File: src/rtl/tns_enc_seq_31.sv
// -----------------------------------------------------------------------------
// tns_enc_seq_31
// Sequential TNS encoder for the 31-wire CAC bus (transmit-side counterpart of
// the 31-wire TNS decoder). A binary word is converted into a 31-bit TNS
// codeword by greedy MSB-first subtraction, one weight per clock.
//
// Weight map (bit 30 down to bit 0):
//   TNS11_C, TNS10_A, TNS10_B, TNS10_C, TNS09_A ... TNS01_A, TNS01_B, TNS01_C
// The set is Fibonacci-type: W[0]=1, W[1]=2, W[i]=W[i-1]+W[i-2]. Every weight
// is at most one more than the sum of all lower weights, so greedy encoding
// covers every value from 0 up to the weight sum (5702885) with no remainder.
//
// Ports:
//   clk        in   1   clock, rising edge
//   rst_n      in   1   asynchronous active-low reset
//   in_valid   in   1   datain is valid
//   in_ready   out  1   encoder can accept a word this cycle
//   datain     in   DW  binary word to encode
//   out_valid  out  1   codeout/code_err valid
//   out_ready  in   1   sink accepts codeout this cycle
//   codeout    out  CW  TNS codeword, bit i carries weight W[i]
//   code_err   out  1   datain not representable (remainder left after bit 0)
//
// state | meaning
// ------+---------------------------------------------------------------
// IDLE  | waiting for a word, in_ready=1
// RUN   | one weight per cycle, idx 30 down to 0
// DONE  | codeword presented, held until out_ready; may reload same cycle
// -----------------------------------------------------------------------------
module tns_enc_seq_31 #(
  parameter int DW = 23,
  parameter int CW = 31
) (
  input  logic          clk,
  input  logic          rst_n,
  input  logic          in_valid,
  output logic          in_ready,
  input  logic [DW-1:0] datain,
  output logic          out_valid,
  input  logic          out_ready,
  output logic [CW-1:0] codeout,
  output logic          code_err
);

  typedef enum logic [1:0] {
    IDLE = 2'd0,
    RUN  = 2'd1,
    DONE = 2'd2
  } state_t;

  state_t        state;
  state_t        state_next;
  logic [DW-1:0] rem;
  logic [4:0]    idx;
  logic [DW-1:0] w_cur;
  logic          take;
  logic [DW-1:0] rem_next;
  logic          accept;

  function automatic logic [DW-1:0] tns_weight(input logic [4:0] i);
    logic [DW-1:0] w;
    case (i)
      5'd0:  w = DW'(1);
      5'd1:  w = DW'(2);
      5'd2:  w = DW'(3);
      5'd3:  w = DW'(5);
      5'd4:  w = DW'(8);
      5'd5:  w = DW'(13);
      5'd6:  w = DW'(21);
      5'd7:  w = DW'(34);
      5'd8:  w = DW'(55);
      5'd9:  w = DW'(89);
      5'd10: w = DW'(144);
      5'd11: w = DW'(233);
      5'd12: w = DW'(377);
      5'd13: w = DW'(610);
      5'd14: w = DW'(987);
      5'd15: w = DW'(1597);
      5'd16: w = DW'(2584);
      5'd17: w = DW'(4181);
      5'd18: w = DW'(6765);
      5'd19: w = DW'(10946);
      5'd20: w = DW'(17711);
      5'd21: w = DW'(28657);
      5'd22: w = DW'(46368);
      5'd23: w = DW'(75025);
      5'd24: w = DW'(121393);
      5'd25: w = DW'(196418);
      5'd26: w = DW'(317811);
      5'd27: w = DW'(514229);
      5'd28: w = DW'(832040);
      5'd29: w = DW'(1346269);
      5'd30: w = DW'(2178309);
      default: w = '0;
    endcase
    return w;
  endfunction

  assign w_cur    = tns_weight(idx);
  assign take     = (rem >= w_cur);
  assign rem_next = take ? (rem - w_cur) : rem;
  assign accept   = in_valid && in_ready;

  always_ff @(posedge clk or negedge rst_n) begin
    if (!rst_n) begin
      state <= IDLE;
    end else begin
      state <= state_next;
    end
  end

  always_comb begin
    state_next = state;
    in_ready   = 1'b0;
    out_valid  = 1'b0;
    case (state)
      IDLE: begin
        in_ready = 1'b1;
        if (in_valid) state_next = RUN;
      end
      RUN: begin
        if (idx == 5'd0) state_next = DONE;
      end
      DONE: begin
        out_valid = 1'b1;
        // Ready passes straight through so a new word can load on the
        // same edge the finished codeword leaves.
        in_ready  = out_ready;
        if (out_ready) state_next = in_valid ? RUN : IDLE;
      end
      default: state_next = IDLE;
    endcase
    // The state register already reads IDLE during reset; hold off the source.
    if (!rst_n) in_ready = 1'b0;
  end

  always_ff @(posedge clk or negedge rst_n) begin
    if (!rst_n) begin
      rem      <= '0;
      idx      <= 5'd30;
      codeout  <= '0;
      code_err <= 1'b0;
    end else begin
      if (accept) begin
        rem      <= datain;
        idx      <= 5'd30;
        codeout  <= '0;
        code_err <= 1'b0;
      end else if (state == RUN) begin
        rem <= rem_next;
        if (take) codeout[idx] <= 1'b1;
        if (idx == 5'd0) begin
          code_err <= (rem_next != '0);
        end else begin
          idx <= idx - 5'd1;
        end
      end
    end
  end

endmodule

File: config.mk
export PLATFORM = sky130hd
export DESIGN_NAME = tns_enc_seq_31
export DESIGN_NICKNAME = d
export VERILOG_FILES = /design/src/rtl/tns_enc_seq_31.sv
export SDC_FILE = /design/constraint.sdc
export NUM_CORES = 1
export LEC_CHECK = 0
export CAP_MARGIN = 20
export CORE_AREA = 10 10 141 117
export DETAILED_ROUTE_END_ITERATION = 7
export DIE_AREA = 0 0 151 127
export DONT_BUFFER_PORTS = 1
export GPL_TIMING_DRIVEN = 0
export SLEW_MARGIN = 20
export SYNTH_ARGS = -nofsm -noshare
export SYNTH_HDL_FRONTEND = slang
export SYNTH_SLANG_ARGS = --single-unit
File: constraint.sdc
create_clock -name clk -period 3.94 [get_ports clk]
set_input_delay 1.182 -clock clk [delete_from_list [all_inputs] [get_ports clk]]
set_output_delay 1.182 -clock clk [all_outputs]
set_load 0.02 [all_outputs]
# [Yosys cells after proc, flatten, opt, wreduce, memory -nomap -nowiden]
# Memory sizes are Yosys's and may differ from the RTL's.
# Index checks and enable logic that the tools add are counted.
# W data, S select, Z words.
[word_totals] output_inout_bits=34 memories=1 mem_bits_ro=704 ff_bits=62 elab_cells=52
[mem_list] memory="(no name shown)" depth=32 word_bits=22 rd=1 rd_clocked_by_memory_dff=0 write_ports=0 line_no="62" text="case (i)"
[op_classes] n_reduce_logical=12 mux=22 add_sub_neg=2 bitwise_logic=1 n_eq_ne=6 magnitude_cmp=3
[ops] operator="$mux W31" count=3
[ops] operator="$mux W23" count=3
[ops] operator="$or A31 B31 Y31" count=1
[ops] operator="$ge A23 B23 Y1" count=1
[ops] operator="$reduce_bool A23 Y1" count=1
[ops] operator="$sub A23 B23 Y23" count=1
[ops] operator="$mux W5" count=3
[ops] operator="$ne A2 B2 Y1 const B" count=4
[ops] operator="$mux W1" count=7
[ops] operator="$lt A5 B6 Y1 const B" count=1
[ops] operator="$mux W2" count=3
[ops] operator="$pmux W2 S3" count=1
[ops] operator="$reduce_and A2 Y1" count=3
[ops] operator="$reduce_bool A2 Y1" count=3
[ops] operator="$demux W1 S5" count=1
[ops] operator="$ge A5 B1 Y1 const B" count=1
[ops] operator="$logic_not A5 Y1" count=1
[ops] operator="$sub A5 B1 Y5 const B" count=1
[ops] operator="$reduce_and A3 Y1" count=1
[ops] operator="$eq A2 B1 Y1 const B" count=1
[ops] operator="$eq A2 B2 Y1 const B" count=1
[ops] operator="$logic_and A1 B1 Y1" count=2
[ops] operator="$logic_not A2 Y1" count=1
[ops] operator="$pmux W1 S2" count=1

# [Depth between registers and ports, before layout]
# Gate-level depths: netlist of run 1.
[depth] depth_word=8 ltp_mapped=19 mapped_depth_nobuf=17

# [Worst setup path after synthesis of run 1]
# OpenSTA, ideal clock, no wires.
[synth_path] path_type="reg2reg" startpoint="register idx[1]" endpoint="register code_err" t_required_ns=3.817 path_stages_with_launch=17 setup_slack_ns=-0.004 period_less_slack_ns=3.944 t_arrival_ns=3.821 path_buffers=0 cell_sequence="dfstp_2 -> inv_1 -> ha_1 -> nand2b_1 -> nand2_1 -> a221oi_1 -> ha_1 -> inv_1 -> fa_1 -> a211oi_1 -> o21bai_1 -> a41o_1 -> a221oi_1 -> xor2_1 -> o211ai_1 -> nor4b_2 -> nor2_1"
[synth_between] elab_chain_len=7 elab_cells_between_ends=11 cone_classes="1 x add/sub; 1 x order compare; 4 x mux; 4 x reduce/logical; 1 x memory"
[synth_lines] item="start, declared" line_no="54" text="logic [4:0] idx;"
[synth_lines] item="start signal, assigned" line_no="155" text="idx <= idx - 5'd1;"
[synth_lines] item="$mem_v2 Z32 W22"
[synth_lines] item="$sub A23 B23 Y23 or $ge A23 B23 Y1 (tied branches)" line_no="101, 100"
[synth_lines] item="$mux W23" line_no="101" text="assign rem_next = take ? (rem - w_cur) : rem;"
[synth_lines] item="$reduce_bool A23 Y1" line_no="153" text="code_err <= (rem_next != '0);"
[synth_lines] item="$mux W1" line_no="152" text="if (idx == 5'd0) begin"
[synth_lines] item="$mux W1" line_no="149" text="end else if (state == RUN) begin"
[synth_lines] item="$mux W1" line_no="144" text="if (accept) begin"
[synth_lines] item="end signal, assigned" line_no="153"
[synth_lines] item="end, declared" line_no="42" text="output logic code_err"
# Several ways; a longest one is shown, not always the timed one. The select of a mux whose other input is x is not followed.
# A chain may end at the register's enable or synchronous reset.

# [Final worst setup path of run 1]
# Same ends and word-level chain as after synthesis.

==> impl_metrics.env, run 1 <==
export IMPL_synth_top_area_share_pct=30.9
export IMPL_fin_crit_sh_pct=106
export IMPL_violations="negative setup slack"
export IMPL_avgRoutedWirePerCell_um=21.6
export IMPL_cts_max_level=3
export IMPL_async_flop_share_pct=100
export IMPL_num_rows=39
export IMPL_diodes=0
export IMPL_numCtsBuffers=9
export IMPL_multi_input_area_mm2=0.00333
export IMPL_synth_top_flop_cell="dfrtp_1"
export IMPL_syn_inst=559
export IMPL_yosysWarnings=0
export IMPL_period_needed_ns=4.19
export IMPL_dpl_cell_count=743
export IMPL_start_kind="flip-flop"
export IMPL_cts_root_buf="clkbuf_16"
export IMPL_max_slew_margin_pct=59.8
export IMPL_rr_worst_depth=17
export IMPL_synth_edf_count=0
export IMPL_die_h_um=127
export IMPL_antenna_found_initial=0
export IMPL_tightest_slew_ns=0.603
export IMPL_slew_violations=0
export IMPL_finalHoldViolations=0
export IMPL_dpl_cell_area_mm2=0.00493
export IMPL_grt_pass1_vias=4305
export IMPL_ant_nets=0
export IMPL_num_nets_final=663
export IMPL_ys_ff_latch=62
export IMPL_initial_core_util_pct=33.8
export IMPL_nFillCells=1404
export IMPL_grt_first_pass_wirelength_um=25700
export IMPL_instances_no_fill=789
export IMPL_cts_sinks=62
export IMPL_syn_avg_cell_area_um2=8.39
export IMPL_fp_dieW_um=151
export IMPL_worstSetupEndpointType="flip-flop"
export IMPL_crit_chain="clkinvlp_4, ha_4, buf_4, nand2_1, a22oi_2, a311oi_2, buf_4, fa_2, a211oi_4, o21bai_1, a41o_1, a21boi_1, xnor2_1, a211oi_2, nand4b_1, nor4b_4, nor2_1"
export IMPL_core_mm2=0.0139
export IMPL_port_buffers=0
export IMPL_cts_tree="built"
export IMPL_status="complete, but fails checks"
export IMPL_drt_pass1_iter_count=5
export IMPL_fin_skew_ns=0.00913
export IMPL_cts_hold_buffers=0
export IMPL_io_pins=61
export IMPL_grt_overflow=0
export IMPL_clock_path_buffers=2
export IMPL_drt_iter0_markers=473
export IMPL_dpl_hpwl_um=12100
export IMPL_grtUsageTotal_pct=17.2
export IMPL_critPathRequiredTime_ns=4.18
export IMPL_rsz0062_at_grt="yes"
export IMPL_regArea_mm2=0.00156
export IMPL_worstSkewPairLatency_ns=0.36
export IMPL_maxCapViolations=0
export IMPL_place_gp_congestion=0.951
export IMPL_cpPeakStageDelay_ns=0.57
export IMPL_yosysMostFrequentCell="nor2_1"
export IMPL_synth_nets=622
export IMPL_setup_viol=51
export IMPL_via_per_inst=5.81
export IMPL_tns_ns=-4.84
export IMPL_hp_class="in -> async"
export IMPL_synth_common_cells="nor2_1 (74), dfrtp_1 (58), nand2_1 (57), a21oi_1 (46), ha_1 (35)"
export IMPL_synth_top_cell_by_area="dfrtp_1"
export IMPL_slowest_stage="dfstp_2"
export IMPL_setup_slack_ns=-0.251
export IMPL_crit_fanout=6
export IMPL_seq_area_frac_synth_pct=33.2
export IMPL_grt_max_degree=64
export IMPL_netlist_top_cells_area="dfrtp_1 (31%), ha_1 (9.3%), nor2_1 (5.9%)"
export IMPL_drc=0
export IMPL_routed_wl_um=17000
export IMPL_netlist_area_mm2=0.00469
export IMPL_cp_arrival_ns=4.43
export IMPL_synth_cell_type_count=67
export IMPL_clkTransAtPathRegs_ns=0.06
export IMPL_vias=4588
export IMPL_hold_worst_slack_ns=0.526
export IMPL_die_area_mm2=0.0192
export IMPL_crit_path_frequent_cell="buf_4"
export IMPL_syn2layout_area_growth_pct=26.8
export IMPL_max_freq_mhz=239
export IMPL_crit_type="reg -> reg"
export IMPL_drive_gt1_share_pct=24.5
export IMPL_final_cell_area_mm2=0.00595
-- state kept, by name, indices dropped and copies added, names as in the netlist --
name,cells
state,2
rem,23
idx,5
codeout,31
code_err,1
-- logic make-up (layout without fill, tap and decap cells) --
logic type / after synthesis / after routing / synth area share [%]
multiplexers: 4 / 4 / 0.854
adder cells (fa/ha/maj): 36 / 36 / 9.76
AO/OA/AOI/OAI: 188 / 188 / 28.1
buffers and inverters: 52 / 98 / 4.75
AND/OR/NAND/NOR: 199 / 199 / 20.0
flip-flops: 62 / 62 / 33.2
XOR/XNOR: 18 / 18 / 3.36
-- cell usage in the layout (no fill, tap or decap), types with 4 or more instances in the layout --
cell	count
a21o_1	10
a21oi_1	34
a21oi_2	12
a221o_1	22
a31oi_1	6
buf_4	34
buf_6	4
clkbuf_1	9
clkbuf_16	9
clkbuf_2	4
dfrtp_1	57
dfstp_2	4
ha_1	24
ha_2	6
ha_4	5
inv_1	21
mux2i_1	4
nand2_1	54
nand2b_1	5
nand3_1	11
nand4_1	6
nor2_1	63
nor2_2	9
nor2b_1	6
nor3_1	7
nor3_4	4
nor4_1	4
o211ai_1	10
o21a_1	17
o21ai_0	29
xnor2_1	9
xnor2_2	4
xor2_1	5
-- area by class of cell --
cell class,count,share of cell area [%]
well taps,184,3.87
multi-input cells,445,56.0
plain buffers,26,3.03
inverters,23,1.51
repair buffers,33,4.23
flip-flops and latches,62,26.2
clock inverters,7,1.37
clock buffers,9,3.79
-- layer usage --
layer / part of all wire (%) / routed length, µm / global-route usage, %
met4: 2.6 / 437 / 6.95
met5: 0 / 0 / 0
met1: 47 / 8010 / 25.0
met3: 8.8 / 1490 / 4.45
met2: 42 / 7070 / 23.6
-- repair_timing --
action	4_1_cts	5_1_grt
pin swaps	23	23
endpoints found under the setup margin	55	55
setup buffers	25	8
resized for setup	79	39
-- metrics by stage --
step / setup slack (ns) / util, %
after floorplan: 0.0392 / -
after global placement: -1.12 / 35.6
after detailed placement: -1.08 / 35.6
after CTS: -0.191 / 41.3
after global routing: -0.404 / 42.9
final: -0.251 / 42.9
-- worst max-delay path, delay by kind of cell, from the launching register on --
family,cells,cell delay (ns)
AOI/OAI and AO/OA,7,1.42
and+or+nand+nor,4,0.67
adders and majority gates,2,0.81
buffers and inverters,3,0.48
xor gates and xnor gates,1,0.12
DFF,1,0.57
-- final timing paths --
kind | startpoint | end | slack (ns)
worst max-delay path | idx[1]$_DFFE_PN1P_ | code_err$_DFFE_PN0P_ | -0.25
worst min-delay path | rst_n | rem[16]$_DFFE_PN0P_ | 0.53
worst max register to register | idx[1]$_DFFE_PN1P_ | code_err$_DFFE_PN0P_ | -0.25
worst min register to register | state[0]$_DFFE_PN0P_ | state[1]$_DFFE_PN0P_ | 0.53
max in group asynchronous | rst_n | idx[2]$_DFFE_PN1P_ | 3.22
min in group clk | state[0]$_DFFE_PN0P_ | state[1]$_DFFE_PN0P_ | 0.53
Power of run 1 is not shown: default switching activity piles up to over one toggle a cycle in this logic, so the estimate is an artifact.
==> run 2, diff against run 1 <==
--- a/config.mk
+++ b/config.mk
@@ -5,7 +5,6 @@
 export SDC_FILE = /design/constraint.sdc
 export NUM_CORES = 1
 export LEC_CHECK = 0
-export CAP_MARGIN = 20
 export CORE_AREA = 10 10 141 117
 export DETAILED_ROUTE_END_ITERATION = 7
 export DIE_AREA = 0 0 151 127
==> results of run 2 <==
Same layout as run 1: the final DEF is identical, and so are final timing and power.
Power of run 2 is left out for the same reason.
==> variant: new RTL, config.mk and constraints of run 1 <==
Reset style: synchronous (`rst_n`), changed in 2 clocked blocks. Comments in the files are not updated.
--- a/src/rtl/tns_enc_seq_31.sv
+++ b/src/rtl/tns_enc_seq_31.sv
@@ -101,7 +101,7 @@
   assign rem_next = take ? (rem - w_cur) : rem;
   assign accept   = in_valid && in_ready;
 
-  always_ff @(posedge clk or negedge rst_n) begin
+  always_ff @(posedge clk) begin
     if (!rst_n) begin
       state <= IDLE;
     end else begin
@@ -134,7 +134,7 @@
     if (!rst_n) in_ready = 1'b0;
   end
 
-  always_ff @(posedge clk or negedge rst_n) begin
+  always_ff @(posedge clk) begin
     if (!rst_n) begin
       rem      <= '0;
       idx      <= 5'd30;
Behaviour: differs if rst_n is asserted again (counterexample within 4 cycles, from zero or initial values and one cycle with rst_n low); with rst_n held inactive, the same outputs for 10 cycles.
==> variant against run 1 <==
- sequential cell count grew 22
- first-iteration DRC count grew 66%
- count of clock-buffer cells in the layout is the same
- synthesized area grew 9.7%
- routed wire length shrank 3.7%
- critical endpoint is now code_err
- design area shrank 4.1%
- setup slack gained 0.53 ns
Power is left out: it rests on default switching activity, and per cell area and clock period it moved more than threefold.
==> variant: results (changes against run 1) <==
metric	value	unit	change
grtUsageTotal	16.63	%	-0.61 points
num_vias	5050		+10%
min_path_type	reg2reg		
tightestPinTransition	0.9585	ns	+0.3550 ns
synth-async-reset-ratio	0	%	-100 points
dp_cells	832		+12%
wl_met3	1.230	mm	-17%
synth_ff_type	dfxtp_1		
drt_iter0_drc	784		+66%
fin_cells	849		+7.6%
postCtsSetupBuffers	0		-100%
cp.arrival	3.87	ns	-0.56 ns
pre_cts_ws	0.2747	ns	+1.356 ns
grt_pass1_vias	4705		+9.3%
avgRoutedWirePerCell	19.29	µm	-11%
routed-wl-met2	7.729	mm	+9.3%
yosysUniqueCellTypes	64		-4.5%
status	complete, no violations		
gp_congestion	0.9090		-4.5%
layout-drive-gt1-share	6.024	%	-18 points
final_nets	721		+8.7%
synthTopCellsByCount	nor2_1 (86), dfxtp_1 (84), a21oi_1 (49), inv_1 (40), nand2_1 (37)		
antenna_found_initial	1		+1
wl_met1	7.027	mm	-12%
yosysSeqAreaShare	32.68	%	-0.50 points
fillers	1397		-0.50%
synth.area.top_cells	dfxtp_1 (33%), ha_1 (8.3%), nor2_1 (6.3%)		
dr.pass1.iters	6		+1
cts_resized	0		-100%
grt_max_degree	18		-72%
netlist_instances	647		+16%
==> variant: cell types whose count changed after synthesis, sizes merged, moves of 8 or more <==
cell | run 1 | this run
dfxtp | 0 | 84
a221o | 22 | 1
inv | 23 | 40
nand2 | 57 | 37
a31oi | 7 | 30
a222oi | 0 | 20
o21a | 17 | 1
nor2 | 74 | 87
clkbuf | 19 | 32
dfrtp | 58 | 0
and3 | 2 | 10
==> variant: path summary, 6_finish.rpt <==
kind,from,endpoint,slack [ns],cells after the start
worst max register to register,rem[0],code_err,0.28,12
worst min-delay path,rem[20],rem[20],0.55,2
worst min register to register,rem[20],rem[20],0.55,2
worst max-delay path,rem[0],code_err,0.28,12
==> variant: layout make-up <==
class                   count  area [µm²]  area share [%]
clock buffers               9       225.2           3.947
inverters                  43       161.4           2.829
plain buffers              42       180.2           3.158
diodes                      1       2.502         0.04386
multi-input cells         478        3129           54.85
repair buffers              1       5.005         0.08772
well taps                 184       230.2           4.035
flip-flops and latches     84        1682           29.47
clock inverters             7       90.09           1.579
==> variant: cells by family after synthesis <==
family | after synthesis | synth area share, %
flops | 84 | 32.68
compound gates | 200 | 26.87
buf+inv | 85 | 6.639
xor+xnor | 22 | 3.745
fa+ha+maj | 35 | 8.658
simple gates | 218 | 20.77
mux | 3 | 0.6323
==> variant: per-stage QoR <==
stage	util (%)	hold WS, ns	cell area (µm²)
floorplan	-	0.4918	5145
global placement	38.79	0.5274	5375
detailed placement	38.87	0.5348	5386
CTS	41.14	0.5509	5702
global route	41.17	0.5954	5705
finish	41.17	0.5548	5705
==> variant: layer usage <==
metal  vias to the layer above  track usage [%]
li1                       2412                -
met1                      2388            22.25
met2                       216            26.22
met3                        34            3.282
met4                         0            5.483
met5                         -                0
